--- config.mk ---
export PLATFORM = sky130hd
export DESIGN_NAME = mem_access_unit
export DESIGN_NICKNAME = d
export VERILOG_FILES = /design/src/rtl/mem_access_unit.sv
export SDC_FILE = /design/constraint.sdc
export NUM_CORES = 1
export LEC_CHECK = 0
export ABC_AREA = 1
export BUFFER_PORTS_ARGS = -buffer_cell sky130_fd_sc_hd__buf_2
export CAP_MARGIN = 20
export CORE_MARGIN = 2
export CORE_UTILIZATION = 48
export CTS_CLUSTER_DIAMETER = 150
export DETAILED_ROUTE_END_ITERATION = 8
export PLACE_DENSITY_LB_ADDON = 0.15
export REMOVE_ABC_BUFFERS = 1
export SYNTH_ARGS = -nofsm -noshare
export SYNTH_HDL_FRONTEND = slang
export SYNTH_SLANG_ARGS = --single-unit
--- constraint.sdc ---
create_clock -name clk -period 1.43 [get_ports clk]
set_input_delay 0.143 -clock clk [delete_from_list [all_inputs] [get_ports clk]]
set_output_delay 0.143 -clock clk [all_outputs]
set_load 0.05 [all_outputs]
--- src/rtl/mem_access_unit.sv ---
// Byte-serialising load/store sequencer for the 4-bank byte memory; 8/16-bit requests, little-endian.
// Optional misaligned-word rejection when MEM_ALIGN_CHECK_EN is defined.
//
// state | meaning
// IDLE  | ready for a request
// ACC0  | strobe at A (low byte)
// ACC1  | strobe at A+1 (high byte); word loads capture the low byte
// CAP   | no strobe; capture the final read byte
// RESP  | one-cycle response pulse
module mem_access_unit #(
    parameter int ADDR_W = 12
) (
    input  logic              clk,
    input  logic              rst,
    input  logic              req_valid,
    output logic              req_ready,
    input  logic              req_we,
    input  logic              req_word,
    input  logic [ADDR_W-1:0] req_addr,
    input  logic [15:0]       req_wdata,
    output logic              rsp_valid,
    output logic [15:0]       rsp_rdata,
    output logic              rsp_err,
    output logic              mem_we,
    output logic              mem_re,
    output logic [ADDR_W-1:0] mem_addr,
    output logic [7:0]        mem_wdata,
    input  logic [7:0]        mem_rdata
);

    typedef enum logic [2:0] {IDLE, ACC0, ACC1, CAP, RESP} state_t;

    state_t            state, state_nx;
    logic              we_q, word_q;
    logic [ADDR_W-1:0] addr_q;
    logic [15:0]       wdata_q;
    logic [7:0]        lo_q;
    logic              accept;
    logic              mis_q, mis_req;
    logic              nx_we, nx_re;
    logic [ADDR_W-1:0] nx_addr;
    logic [7:0]        nx_wdata;

`ifdef MEM_ALIGN_CHECK_EN
    assign mis_q   = word_q & addr_q[0];
    assign mis_req = req_word & req_addr[0];
`else
    assign mis_q   = 1'b0;
    assign mis_req = 1'b0;
`endif

    assign req_ready = (state == IDLE);
    assign accept    = req_valid && req_ready;

    always_comb begin
        state_nx = state;
        case (state)
            IDLE: if (accept) state_nx = ACC0;
            ACC0: begin
                if (mis_q)       state_nx = RESP;
                else if (word_q) state_nx = ACC1;
                else if (we_q)   state_nx = RESP;
                else             state_nx = CAP;
            end
            ACC1:    state_nx = we_q ? RESP : CAP;
            CAP:     state_nx = RESP;
            RESP:    state_nx = IDLE;
            default: state_nx = IDLE;
        endcase
    end

    // Strobes are registered, so they are derived for the state being entered.
    // On entry to ACC0 the request is being latched this edge, so use req_* directly.
    always_comb begin
        nx_we    = 1'b0;
        nx_re    = 1'b0;
        nx_addr  = mem_addr;
        nx_wdata = mem_wdata;
        if (state == IDLE && accept && !mis_req) begin
            nx_we    = req_we;
            nx_re    = !req_we;
            nx_addr  = req_addr;
            nx_wdata = req_we ? req_wdata[7:0] : mem_wdata;
        end else if (state == ACC0 && state_nx == ACC1) begin
            nx_we    = we_q;
            nx_re    = !we_q;
            nx_addr  = addr_q + {{(ADDR_W-1){1'b0}}, 1'b1};
            nx_wdata = we_q ? wdata_q[15:8] : mem_wdata;
        end
    end

    always_ff @(posedge clk) begin
        if (rst) begin
            state     <= IDLE;
            we_q      <= 1'b0;
            word_q    <= 1'b0;
            addr_q    <= '0;
            wdata_q   <= '0;
            lo_q      <= '0;
            mem_we    <= 1'b0;
            mem_re    <= 1'b0;
            mem_addr  <= '0;
            mem_wdata <= '0;
            rsp_valid <= 1'b0;
            rsp_rdata <= '0;
            rsp_err   <= 1'b0;
        end else begin
            state     <= state_nx;
            mem_we    <= nx_we;
            mem_re    <= nx_re;
            mem_addr  <= nx_addr;
            mem_wdata <= nx_wdata;
            rsp_valid <= (state_nx == RESP);
            rsp_err   <= (state == ACC0) && mis_q;
            if (accept) begin
                we_q    <= req_we;
                word_q  <= req_word;
                addr_q  <= req_addr;
                wdata_q <= req_wdata;
            end
            if (state == ACC1 && !we_q)
                lo_q <= mem_rdata;
            if (state == CAP)
                rsp_rdata <= word_q ? {mem_rdata, lo_q} : {8'h00, mem_rdata};
            if (state == ACC0 && mis_q)
                rsp_rdata <= 16'h0000;
        end
    end

endmodule
Word level (Yosys, flattened, before mapping) --
Index checks and enable logic that the tools add are counted.
Cells by class: $add $sub $neg 1, $mul 0, div/mod/pow operators 0, magnitude comparators 0, equal/unequal tests 6, shift operators 0, mux-type cells 15, bitwise logic cells 0, reduce and logical (&&, ||, !) cells 10
Operators by type and width (number):
- two-way mux 8 bit | 4
- two-way mux 12 bit | 2
- two-way mux 16 bit | 1
- adder 12 x 1 -> 12 bit (second input constant) | 1
- case mux 3 bit (4 select lines) | 1
- equality test 3 x 2 -> 1 bit (second input constant) | 3
- two-way mux 3 bit | 3
- logical AND 1 bit | 4
- two-way mux 1 bit | 4
- nonzero test 2 bit | 2
- equality test 3 x 1 -> 1 bit (second input constant) | 1
- equality test 3 bit (second input constant) | 1
- zero test 3 bit | 1
- AND reduction 3 bit | 1
- zero test 1 bit | 2
- != test 2 bit (second input constant) | 1
Word-level totals: register bits 80, latch bits 0, bits in writable memories 0, memory bits (read-only) 0, logic and storage cells 44, memories kept 0

Logic depth before layout (Yosys ltp) --
depth after elaboration 8, mapped depth 10, depth with buffers taken out 10

Worst setup path before layout --
Ideal clock, no wire load.
path kind register -> register, start register state[2], end register mem_wdata[0], library setup time 0.115 ns, data arrival time 1.260 ns, required time 1.315 ns, path slack 0.055 ns, stages on the path, launching flop included 8, path buffers 1, clock period less this slack 1.375 ns, cells stage by stage dfxtp_1 -> nor2_4 -> nand2_1 -> nor2_4 -> nand3_2 -> buf_6 -> a21oi_1 -> nor2_1
On the way: word-level cells in the longest chain between the ends 8
RTL lines:
- from (decl) | RTL line 33 | state_t state, state_nx;
- from (signal assigned) | RTL line 108 | state <= state_nx;
- zero test 3 bit | RTL line 52, 57, 79
- logical AND 1 bit | RTL line 53 | assign accept = req_valid && req_ready;
- two-way mux 3 bit | RTL line 58 | IDLE: if (accept) state_nx = ACC0;
- case mux 3 bit (4 select lines) | RTL line 57 | case (state)
- equality test 3 x 2 -> 1 bit | RTL line 84 | end else if (state == ACC0 && state_nx == ACC1) begin
- logical AND 1 bit | RTL line 84
- nonzero test 2 bit (no source line)
- AND reduction 3 bit (no source line)
- to (signal assigned) | RTL line 112 | mem_wdata <= nx_wdata;
- to (decl) | RTL line 27 | output logic [7:0] mem_wdata,
Several ways; a longest one is shown, not always the timed one. A chain may end at the register's enable or synchronous reset.

Worst setup path in the final report --
start register state[2], end register mem_wdata[4]
Same word-level chain as after synthesis.

==> summary.txt <==
Status
  • Status: finished, final reports clean

Global routing
  • Number of antenna violations at the first check in global routing: 0
  • Maximum number of pins on one net before global-route repair: 33
  • Via count of the first global-routing pass: 2,867
  • Grt total ovfl: 0
  • Overall global routing resource usage: 21.3%
  • Global-route wire length before repair: 12,500 um

Yosys
  • Number of synthesized flops with an enable pin: 0
  • Share of the yosys chip area belonging to registers: 44.5%
  • Number of standard cells after synthesis: 469
  • FFs w/ async S/R, synth: 0%
  • Total of warnings raised by yosys: 0
  • Cells taking the most area after synthesis: sky130_fd_sc_hd__dfxtp_1 45%, sky130_fd_sc_hd__nand2_1 17%, sky130_fd_sc_hd__nor2_1 7.1%, sky130_fd_sc_hd__a21oi_1 6.3%, sky130_fd_sc_hd__nand3_1 4.5%
  • Number of synthesized register bits: 72
  • Commonest register cell after synthesis: sky130_fd_sc_hd__dfxtp_1
  • Cell accounting for the most synthesized area: sky130_fd_sc_hd__dfxtp_1
  • Mean instance size in the synthesized netlist: 6.90 sq um
  • Unique cell type count in the Yosys netlist: 31
  • Area share of the largest cell type after synthesis: 44.5%
  • Post-Synthesis Cell Area: 3240 sq um

Floorplan
  • Die area: 7410 sq um
  • Number of rows in the core area: 29
  • Standard cell core area: 6420 sq um
  • Initial Utilization: 50.4%
  • Number of placed I/O pins: 82
  • Die W: 86.1 um
  • Chip Height: 86.1 um

Clocking
  • Number of buffers added by the clock tree synthesis step: 9
  • Clk_lat worst skew: 350 ps
  • Sinks on Clock Net: 72
  • Clock tree from TritonCTS: done
  • CTS HTree Levels: 3
  • Clock transition at the registers of the reported paths: 80 ps
  • Hold-fix buffer count after cts: 0
  • Maximum buffer depth of the clock tree: 2
  • Clock Root Buffer: sky130_fd_sc_hd__clkbuf_8

Placement
  • Final estimated routing congestion in global placement: 0.783
  • Cell Area, Placed: 3800 sq um
  • Dpl hpwl: 5150 um
  • Quantity of I/O buffers inserted on ports: 80

Power and ir drop
  • Total power divided by cell area: 1600 nW/um^2
  • Peak supply drop: 0.782 mV
  • Post-route total power: 0.00674 W
  • Lkg Pwr: 2.08 nW

Worst setup path
  • Largest incremental delay on the critical path: 360 ps
  • Gate family responsible for the most delay along the worst path: simple AND/OR/NAND/NOR gates
  • Critical Path, Cell by Cell: buf_4, nor2_4, nand2_4, nand2_1, nor2_2, nand3_2, buf_12, a21oi_1, nor2_1
  • Worst Path Arrival: 1640 ps
  • Critical-path cell with the highest stage delay: sky130_fd_sc_hd__dfxtp_2
  • Type of the worst setup path: flip-flop to flip-flop
  • Kind of start point of the critical path: flip-flop
  • Max Fanout on Critical Path: 17
  • Required time reported for the critical path endpoint: 1670 ps
  • Buffer and inverter count on the worst path: 2
  • Worst Setup End Kind: flip-flop

Timing
  • Fraction of the cycle the final worst path needs: 98.4%
  • Worst setup skew after layout: 6.30 ps
  • Final critical delay including setup and external delays: 1410 ps
  • Max Clock Freq: 711 MHz
  • Count of final hold-check violations: 0
  • Setup repair after global routing missed its margin: yes
  • Total Negative Setup Slacks: 0 ps
  • Max Slew Vio Count: 0
  • Final setup violation count: 0
  • Hold slack final: 37.2 ps

Route
  • Highest Signal Layer: met4
  • Initial drt markers: 127
  • Number of iterations in the first detailed-routing pass: 4
  • Detail Route met3 WL: 451 um
  • Antenna-violating nets left: 0
  • Vias after detailed routing: 3,242
  • Via density: 4.99
  • Drt drc: 0
  • Routed length on met1: 3680 um
  • Met2 Routed Length: 3720 um
  • Final wirelength: 7990 um
  • Routed WL per cell: 12.3 um

Layout
  • Share of layout cells above drive strength 1: 27.4%
  • Number of nets in the final layout: 610
  • Area Growth Syn to Fin: 30.0%
  • End-of-flow core utilization: 65.5%
  • Diodes inserted: 0
  • Total non-filler cell area in the finished layout: 4210 sq um

Worst hold path
  • Classification of the worst-slack hold path: input pin to flip-flop

Flow run
  • Max_cap viols: 0
-- Yosys cell counts, types with 4 or more instances --
| cell type | number |
|---|---|
| sky130_fd_sc_hd__a21oi_1 | 41 |
| sky130_fd_sc_hd__clkbuf_1 | 9 |
| sky130_fd_sc_hd__o21ai_0 | 23 |
| sky130_fd_sc_hd__nor2_1 | 61 |
| sky130_fd_sc_hd__inv_1 | 38 |
| sky130_fd_sc_hd__nand3_1 | 29 |
| sky130_fd_sc_hd__dfxtp_1 | 72 |
| sky130_fd_sc_hd__buf_2 | 7 |
| sky130_fd_sc_hd__nand2_1 | 143 |
| sky130_fd_sc_hd__nand3b_1 | 4 |
| sky130_fd_sc_hd__a31oi_1 | 8 |
-- layout make-up --
cell class	instances	area, sq um
Clock buffer	9	124
Clock inverter	7	72.6
Fill cell	591	2220
Inverter	43	166
Multi-Input combinational cell	330	1540
Sequential cell	72	1450
Tap cell	77	96.3
Timing Repair Buffer	112	759
-- cell usage in the layout, fill, tap and decap left out, drive strengths merged --
master / instances
conb: 1
nand4: 3
clkbuf: 12
clkinv: 7
clkinvlp: 2
bufinv: 1
inv: 40
ha: 1
nand3: 32
or2: 1
a31oi: 9
o21ai: 24
nor2: 67
xor2: 1
nand3b: 4
buf: 109
dfxtp: 72
nor3: 1
nand2: 144
a21oi: 41
o21a: 1
-- worst register-to-register path: stages (launching register included) --
cell and delay (ps):
sky130_fd_sc_hd__dfxtp_2 360, sky130_fd_sc_hd__buf_4 120, sky130_fd_sc_hd__nor2_4 40, sky130_fd_sc_hd__nand2_4 80, sky130_fd_sc_hd__nand2_1 80, sky130_fd_sc_hd__nor2_2 140
sky130_fd_sc_hd__nand3_2 100, sky130_fd_sc_hd__buf_12 160, sky130_fd_sc_hd__a21oi_1 150, sky130_fd_sc_hd__nor2_1 60
-- logic make-up after synthesis --
family          count (synthesis)  synth area share (%)
other cells                     1                 0.116
xor+xnor                        1                 0.271
simple gates                  252                  33.0
compound gates                 75                  12.5
flops                          72                  44.5
buf+inv                        67                  9.20
fa+ha+maj                       1                 0.387
-- power by group --
group | switching (W) | total, W | leakage [nW] | internal (W)
registers | 0.000165 | 0.00248 | 0.591 | 0.00232
clock network | 0.000797 | 0.00160 | 0.0952 | 0.000804
logic | 0.00173 | 0.00266 | 1.40 | 0.000931
total | 0.00269 | 0.00674 | 2.08 | 0.00405
-- stage by stage --
step	cells	worst slack, ps
after floorplan	445	-513
after global placement	621	36.4
after detailed placement	621	-8.72
after CTS	637	1.69
after global routing	650	-69.4
final	650	23.2
-- registers in the layout, indices dropped and copies added (netlist names) --
name	cells
addr_q	12
lo_q	8
mem_addr	12
mem_re	1
mem_wdata	8
mem_we	1
rsp_rdata	16
rsp_valid	1
state	3
wdata_q	8
we_q	1
word_q	1
-- per-layer routing --
| layer | up-vias | track usage, % |
|---|---|---|
| met5 | - | 0 |
| met4 | 0 | 10.4 |
| met3 | 11 | 3.75 |
| met2 | 79 | 34.9 |
| met1 | 1471 | 26.9 |
| li1 | 1681 | - |
-- final timing paths --
path	startpoint	to	slack, ps	cells past startpoint
min reg2reg	rsp_rdata[12]	rsp_rdata[12]	460	2
max	state[2]	mem_wdata[4]	20	9
min	req_addr[0]	addr_q[0]	40	3
max reg2reg	state[2]	mem_wdata[4]	20	9
-- repair_timing --
item / in CTS / in global routing
pin swaps: 0 / 6
setup buffers: 0 / 9
endpoints found under the setup margin: 4 / 20
resized for setup: 2 / 18
cloned: 0 / 4
(Power assumes the default switching activity.)
